[config.mk]
export PLATFORM = sky130hd
export DESIGN_NAME = regfile_mp
export DESIGN_NICKNAME = d
export VERILOG_FILES = /design/src/rtl/regfile_mp.sv
export SDC_FILE = /design/constraint.sdc
export NUM_CORES = 1
export LEC_CHECK = 0
export BUFFER_PORTS_ARGS = -buffer_cell sky130_fd_sc_hd__buf_2
export CORE_UTILIZATION = 50
export CTS_CLUSTER_DIAMETER = 200
export DETAILED_ROUTE_END_ITERATION = 10
export PLACE_DENSITY = 0.7
export SYNTH_ARGS = -nofsm -noshare
export SYNTH_HDL_FRONTEND = slang
export SYNTH_SLANG_ARGS = --single-unit
[constraint.sdc]
create_clock -name clk -period 3.8 [get_ports clk]
set_input_delay 0.57 -clock clk [delete_from_list [all_inputs] [get_ports clk]]
set_output_delay 0.57 -clock clk [all_outputs]
set_load 0.01 [all_outputs]
[src/rtl/regfile_mp.sv]
// regfile_mp: NUM_RD registered read ports, one write port, r0 hardwired to 0.
// Option macro REGFILE_BYPASS_EN forwards same-cycle write data to matching reads.
module regfile_mp #(
    parameter int DATA_W = 32,
    parameter int ADDR_W = 5,
    parameter int NUM_RD = 2
) (
    input  logic                     clk,
    input  logic                     reset,
    input  logic                     clear,
    output logic                     busy,
    input  logic                     rd_en,
    input  logic [NUM_RD*ADDR_W-1:0] rd_addr,
    output logic [NUM_RD*DATA_W-1:0] rd_data,
    output logic                     rd_valid,
    input  logic                     wr_en,
    input  logic [ADDR_W-1:0]        wr_addr,
    input  logic [DATA_W-1:0]        wr_data
);

    localparam int DEPTH = 2 ** ADDR_W;
    localparam int CNT_W = ADDR_W + 1;
    localparam logic [CNT_W-1:0] CNT_LAST = CNT_W'(DEPTH - 1);
    localparam logic [CNT_W-1:0] CNT_ONE  = CNT_W'(1);

    typedef enum logic {
        CLEAR,
        READY
    } state_t;

    state_t            state;
    state_t            state_next;
    logic [CNT_W-1:0]  cnt;
    logic [CNT_W-1:0]  cnt_next;

    logic [DATA_W-1:0] mem [DEPTH];
    logic              mem_we;
    logic [ADDR_W-1:0] mem_waddr;
    logic [DATA_W-1:0] mem_wdata;

    logic              open;
    logic              rd_accept;
    logic              wr_accept;
    logic [DATA_W-1:0] rd_next [NUM_RD];
    logic [DATA_W-1:0] rd_q    [NUM_RD];

    assign busy      = (state == CLEAR);
    assign open      = (state == READY) && !clear && !reset;
    assign rd_accept = open && rd_en;
    assign wr_accept = open && wr_en && (wr_addr != '0);

    always_ff @(posedge clk) begin
        if (reset) begin
            state <= CLEAR;
            cnt   <= '0;
        end else begin
            state <= state_next;
            cnt   <= cnt_next;
        end
    end

    always_comb begin
        state_next = state;
        cnt_next   = cnt;
        unique case (state)
            CLEAR: begin
                cnt_next = cnt + CNT_ONE;
                if (cnt == CNT_LAST) begin
                    state_next = READY;
                    cnt_next   = '0;
                end
            end
            READY: begin
                if (clear) begin
                    state_next = CLEAR;
                    cnt_next   = '0;
                end
            end
        endcase
    end

    // Single write port shared by the clear engine and the writeback path.
    always_comb begin
        mem_we    = 1'b0;
        mem_waddr = wr_addr;
        mem_wdata = wr_data;
        if (state == CLEAR) begin
            mem_we    = 1'b1;
            mem_waddr = cnt[ADDR_W-1:0];
            mem_wdata = '0;
        end else if (wr_accept) begin
            mem_we = 1'b1;
        end
    end

    always_ff @(posedge clk) begin
        if (mem_we) begin
            mem[mem_waddr] <= mem_wdata;
        end
    end

    always_comb begin
        for (int k = 0; k < NUM_RD; k++) begin
            rd_next[k] = mem[rd_addr[k*ADDR_W +: ADDR_W]];
`ifdef REGFILE_BYPASS_EN
            if (wr_accept && (wr_addr == rd_addr[k*ADDR_W +: ADDR_W])) begin
                rd_next[k] = wr_data;
            end
`endif
            if (rd_addr[k*ADDR_W +: ADDR_W] == '0) begin
                rd_next[k] = '0;
            end
        end
    end

    always_ff @(posedge clk) begin
        if (reset) begin
            rd_valid <= 1'b0;
            for (int k = 0; k < NUM_RD; k++) begin
                rd_q[k] <= '0;
            end
        end else begin
            rd_valid <= rd_accept;
            if (rd_accept) begin
                for (int k = 0; k < NUM_RD; k++) begin
                    rd_q[k] <= rd_next[k];
                end
            end
        end
    end

    for (genvar k = 0; k < NUM_RD; k++) begin : g_rd_out
        assign rd_data[k*DATA_W +: DATA_W] = rd_q[k];
    end

endmodule

Word-level counts from Yosys, hierarchy flattened
Memory sizes are Yosys's and may differ from the RTL's.
Index checks and enable logic that the tools add are counted.
{"block": "word_totals", "reg_bits": 8, "ram_bits": 1088, "in_bits": 52, "out_inout_bits": 66, "elab_cells": 42, "memories": 2}
{"name": "mem", "depth": 32, "word_bits": 32, "read_ports": 2, "rd_ports_with_merged_regs": 0, "write_ports": 1, "line_no": "36", "source": "logic [DATA_W-1:0] mem [DEPTH];"}
{"name": "rd_q", "depth": 2, "word_bits": 32, "read_ports": 2, "rd_ports_with_merged_regs": 0, "write_ports": 2, "line_no": "45", "source": "logic [DATA_W-1:0] rd_q [NUM_RD];"}
{"block": "classes", "n_addsub": 1, "n_eq_ne": 2, "n_mux": 21, "bitwise_logic": 3, "reduce_logical": 10}
{"operator": "$mux W32", "n": 5}
{"operator": "$mux W6", "n": 2}
{"operator": "$pmux W6 S2", "n": 1}
{"operator": "$mux W1", "n": 11}
{"operator": "$logic_not A5 Y1", "n": 2}
{"operator": "$add A6 B1 Y6 const B", "n": 1}
{"operator": "$eq A6 B5 Y1 const B", "n": 1}
{"operator": "$logic_and A1 B1 Y1", "n": 5}
{"operator": "$mux W5", "n": 1}
{"operator": "$reduce_bool A5 Y1", "n": 1}
{"operator": "$logic_not A1 Y1", "n": 2}
{"operator": "$ne A2 B2 Y1 const B", "n": 1}
{"operator": "$or A1 B1 Y1", "n": 2}
{"operator": "$pmux W1 S2", "n": 1}
{"operator": "$not A1 Y1", "n": 1}

Logic depth before layout (Yosys ltp)
{"block": "depth", "depth_word": 9, "ltp_mapped": 9, "mapped_depth_nobuf": 5}

Worst setup path after synthesis
OpenSTA, ideal clock, no wires.
{"block": "synth_path", "path_kind": "in2reg", "start": "in clear", "end": "mem mem[19][0] (enable)", "setup_time_ps": 425, "arrival_ps": 2833, "required_time_ps": 3375, "setup_slack_ps": 542, "stages": 4, "n_path_buf": 0, "path_cell_list": "nor3b_2 o211a_1 o21ai_0 nor2b_1"}
{"block": "synth_between", "elab_chain_cells": 9}
{"item": "start, declared", "line_no": "10", "source": "input logic clear,"}
{"item": "$logic_not A1 Y1", "line_no": "48", "source": "assign open = (state == READY) && !clear && !reset;"}
{"item": "$logic_and A1 B1 Y1 (2 in series)", "line_no": "48"}
{"item": "$logic_and A1 B1 Y1 (2 in series)", "line_no": "50", "source": "assign wr_accept = open && wr_en && (wr_addr != '0);"}
{"item": "$mux W1", "line_no": "91", "source": "end else if (wr_accept) begin"}
{"item": "$mux W1", "line_no": "87", "source": "if (state == CLEAR) begin"}
{"item": "$mux W1", "line_no": "97", "source": "if (mem_we) begin"}
{"item": "$mux W1 (implied by the code)", "line_no": "98", "source": "mem[mem_waddr] <= mem_wdata;"}
{"item": "end, declared", "line_no": "36"}
Every way passes these cells.

Worst setup path after layout
{"block": "layout_path", "start": "reg state", "end": "mem mem[13][23] (enable)"}
{"block": "layout_between", "elab_chain_cells": 8, "word_cells_on_any_way": 9, "classes_between": "mux: 5; reduce/logical: 4"}
{"item": "start, declared", "line_no": "31", "source": "state_t state;"}
{"item": "start signal, assigned", "line_no": "57", "source": "state <= state_next;"}
{"item": "$logic_and A1 B1 Y1 (2 in series)", "line_no": "48"}
{"item": "$logic_and A1 B1 Y1 (2 in series)", "line_no": "50"}
{"item": "$mux W1", "line_no": "91"}
{"item": "$mux W1", "line_no": "87"}
{"item": "$mux W1", "line_no": "97"}
{"item": "$mux W1 (implied by the code)", "line_no": "98"}
Several ways; a longest one is shown, not always the timed one.

==> results.cfg <==
[die]
ios = 118
rows = 114
dieArea_mm2 = 0.09993
die_y_um = 316.1
dieWidth_um = 316.1
fp.coreArea_mm2 = 0.09728
initial_core_util = 0.5072

[logic_synthesis]
synthArstFlopShare = 0
synth_area_per_cell_um2 = 19.98
synth-edff-count = 1088
yosys_register_bits = 1096
yosys_warnings = 0
synth.net_count = 2522
seq_area_frac_synth = 0.6655
synth_cells = 2469
syn-cell-area_mm2 = 0.04934
synth_cell_types = 52
synth_top_flop_cell = edfxtp_1

[final_layout]
seq_area_mm2 = 0.03283
n_fill_cell = 7033
area_growth_pct = 13.65
mostFrequentLayoutCells = edfxtp_1, mux4_2, mux2i_1, a22oi_1, clkbuf_16
design_area_mm2 = 0.05607
multiInputGateArea_mm2 = 0.01581
antenna_cells = 0
fin_nets = 2690
final-instance-count-excl-fill = 4000
layout-drive-gt1-share = 0.3399
final_util = 0.5764
final_common_cell = edfxtp_1

[sta]
max-slew-margin-rel = 0.04758
finalClockSkew_ps = 34.37
worstMarginPinSlew_ps = 1429
hold_viol = 0
slew_viol_final = 0
timing.hold.ws_ps = 163.9
grt_setup_unrepaired = no
tns_ps = 0
fmax_mhz = 316.9
setup_viol = 0
min_period_ps = 3156
fin_crit_sh = 0.8304

[global_route]
grt_pass1_vias = 29480
busiest_layer = met2
grt_remaining_overflow = 0
grt_usage = 0.2988
grt_max_degree = 65
use_met1 = 0.4111
antenna_found_initial = 0
grt_pass1_wl_um = 210300
use_met2 = 0.4653
met3_usage = 0.06789

[clocking]
post_cts_resized = 0
htreeDepth = 3
clock_path_buffers = 3
clock-sinks = 1096
clockRootBuffer = clkbuf_16
path_clk_slew_ps = 70
cts_tree = built
clkLatencyLatePin_ps = 700
cts_setup_buffers = 0
hold_buffers = 0
cts_made_buffers = 109

[placement]
placed_cell_area_mm2 = 0.05238
dp_hpwl_um = 85730
io_buffers = 117
gp_congestion = 0.8660
dp_cells = 3802

[critical_path]
slowest_stage = nor2_4
cpPeakStageDelay_ps = 770
critPathMaxFanout = 28
cpMostUsedCell = buf_4
start_kind = flop
cp.required_ps = 4170
arrival_ps = 3530
critPathTopFamily = simple AND/OR/NAND/NOR gates
crit_chain = nor3b_2 -> o211a_1 -> o21bai_1 -> buf_4 -> nor2_4 -> buf_4
endpoint_kind = flop
cp_num_buf_inv = 2
worstSetupPathType = reg -> reg
r2r_slack_ps = 640

[outcome]
status = completed

[detailed_routing]
num_vias = 28720
wire_per_inst_um = 36.80
final_antenna_net_count = 0
viasPerCell = 7.179
drc = 0
drt_iter0_drc = 3909
first_pass_iters = 6
wirelength_um = 147200

[pwr]
ir_worst_vdd_mv = 0.3668
p_per_area_mw_per_mm2 = 469.1
power.leakage_nw = 17.43

[hold_path]
hold_class = in -> reg

[run]
max_cap_violations = 0
==> routing by layer <==
| layer | up-vias | part of all wire |
|---|---|---|
| li1 | 11140 | - |
| met4 | 0 | 0.044 |
| met5 | - | 0 |
| met3 | 426 | 0.12 |
| met1 | 15090 | 0.37 |
| met2 | 2068 | 0.47 |
==> cell usage after synthesis (3+ instances only) <==
cell | n | area (um2)
a2111oi_0 | 6 | 52.55
a2111oi_1 | 15 | 150.1
a2111oi_2 | 10 | 150.1
a211oi_1 | 31 | 232.7
a21oi_1 | 5 | 25.02
a22o_1 | 95 | 832.1
a22oi_1 | 128 | 960.9
and2_1 | 35 | 219.0
and3_1 | 3 | 18.77
buf_1 | 19 | 71.32
buf_2 | 46 | 230.2
buf_4 | 21 | 157.7
buf_6 | 13 | 146.4
clkbuf_1 | 102 | 382.9
dfxtp_1 | 8 | 160.2
edfxtp_1 | 1088 | 32670
inv_1 | 5 | 18.77
mux2i_1 | 128 | 1281
mux4_2 | 449 | 10110
nand2_1 | 74 | 277.8
nand2b_1 | 4 | 25.02
nand3_1 | 3 | 15.01
nand3b_1 | 3 | 22.52
nor2_1 | 36 | 135.1
nor2b_1 | 7 | 43.79
nor3_1 | 38 | 190.2
o21ai_0 | 6 | 30.03
o21bai_1 | 3 | 22.52
o221ai_1 | 32 | 280.3
o22ai_1 | 31 | 193.9
==> where the power goes <==
part           internal, W  switching (W)  total [W]  leakage, nW
sequential          0.0133      0.0000767     0.0133         9.42
combinational     0.000782        0.00103    0.00182         6.21
clock              0.00650        0.00464     0.0111         1.79
total               0.0205        0.00575     0.0263         17.4
==> final timing paths <==
check               from     endpoint  cells after the start
setup reg to reg   state  mem[13][23]                      6
hold reg to reg   cnt[2]       cnt[2]                      1
hold / removal     reset       cnt[1]                      2
setup / recovery   state  mem[13][23]                      6
==> worst register-to-register path: cells and delay by family (launching register included) <==
kind / cells / cell delay, ps
simple gates: 2 / 1070
buf+inv: 2 / 660
flops: 1 / 610
compound gates: 2 / 490
==> kinds of logic after synthesis <==
family,count (synthesis),share of synthesized area
AO/OA/AOI/OAI,372,0.06127
AND/OR/NAND/NOR,215,0.02120
adder cells (fa/ha/maj),1,0.0002536
buffers and inverters,206,0.02042
flip-flops,1096,0.6655
multiplexers,579,0.2314
==> per-stage QoR <==
stage,setup WS [ps],power (W)
after floorplan,542.3,0.01476
after global placement,378.1,0.01536
after detailed placement,290.0,0.01539
after CTS,671.5,0.02639
after global routing,548.2,0.02690
final,644.4,0.02630
==> cell type report <==
cell class	instances	share of cell area
clock inverter	63	0.01401
inverter	5	0.0003347
tap	1276	0.02847
clock buffer	135	0.05170
sequential	1096	0.5856
timing repair buffer	258	0.03787
multi-input combinational	1167	0.2820
==> state kept, by name, summed over array words and instances (netlist names) <==
name and count:
cnt 6, mem 1024, rd_q 64, rd_valid 1, state 1
Note: power is estimated with default switching activity, not from simulation.
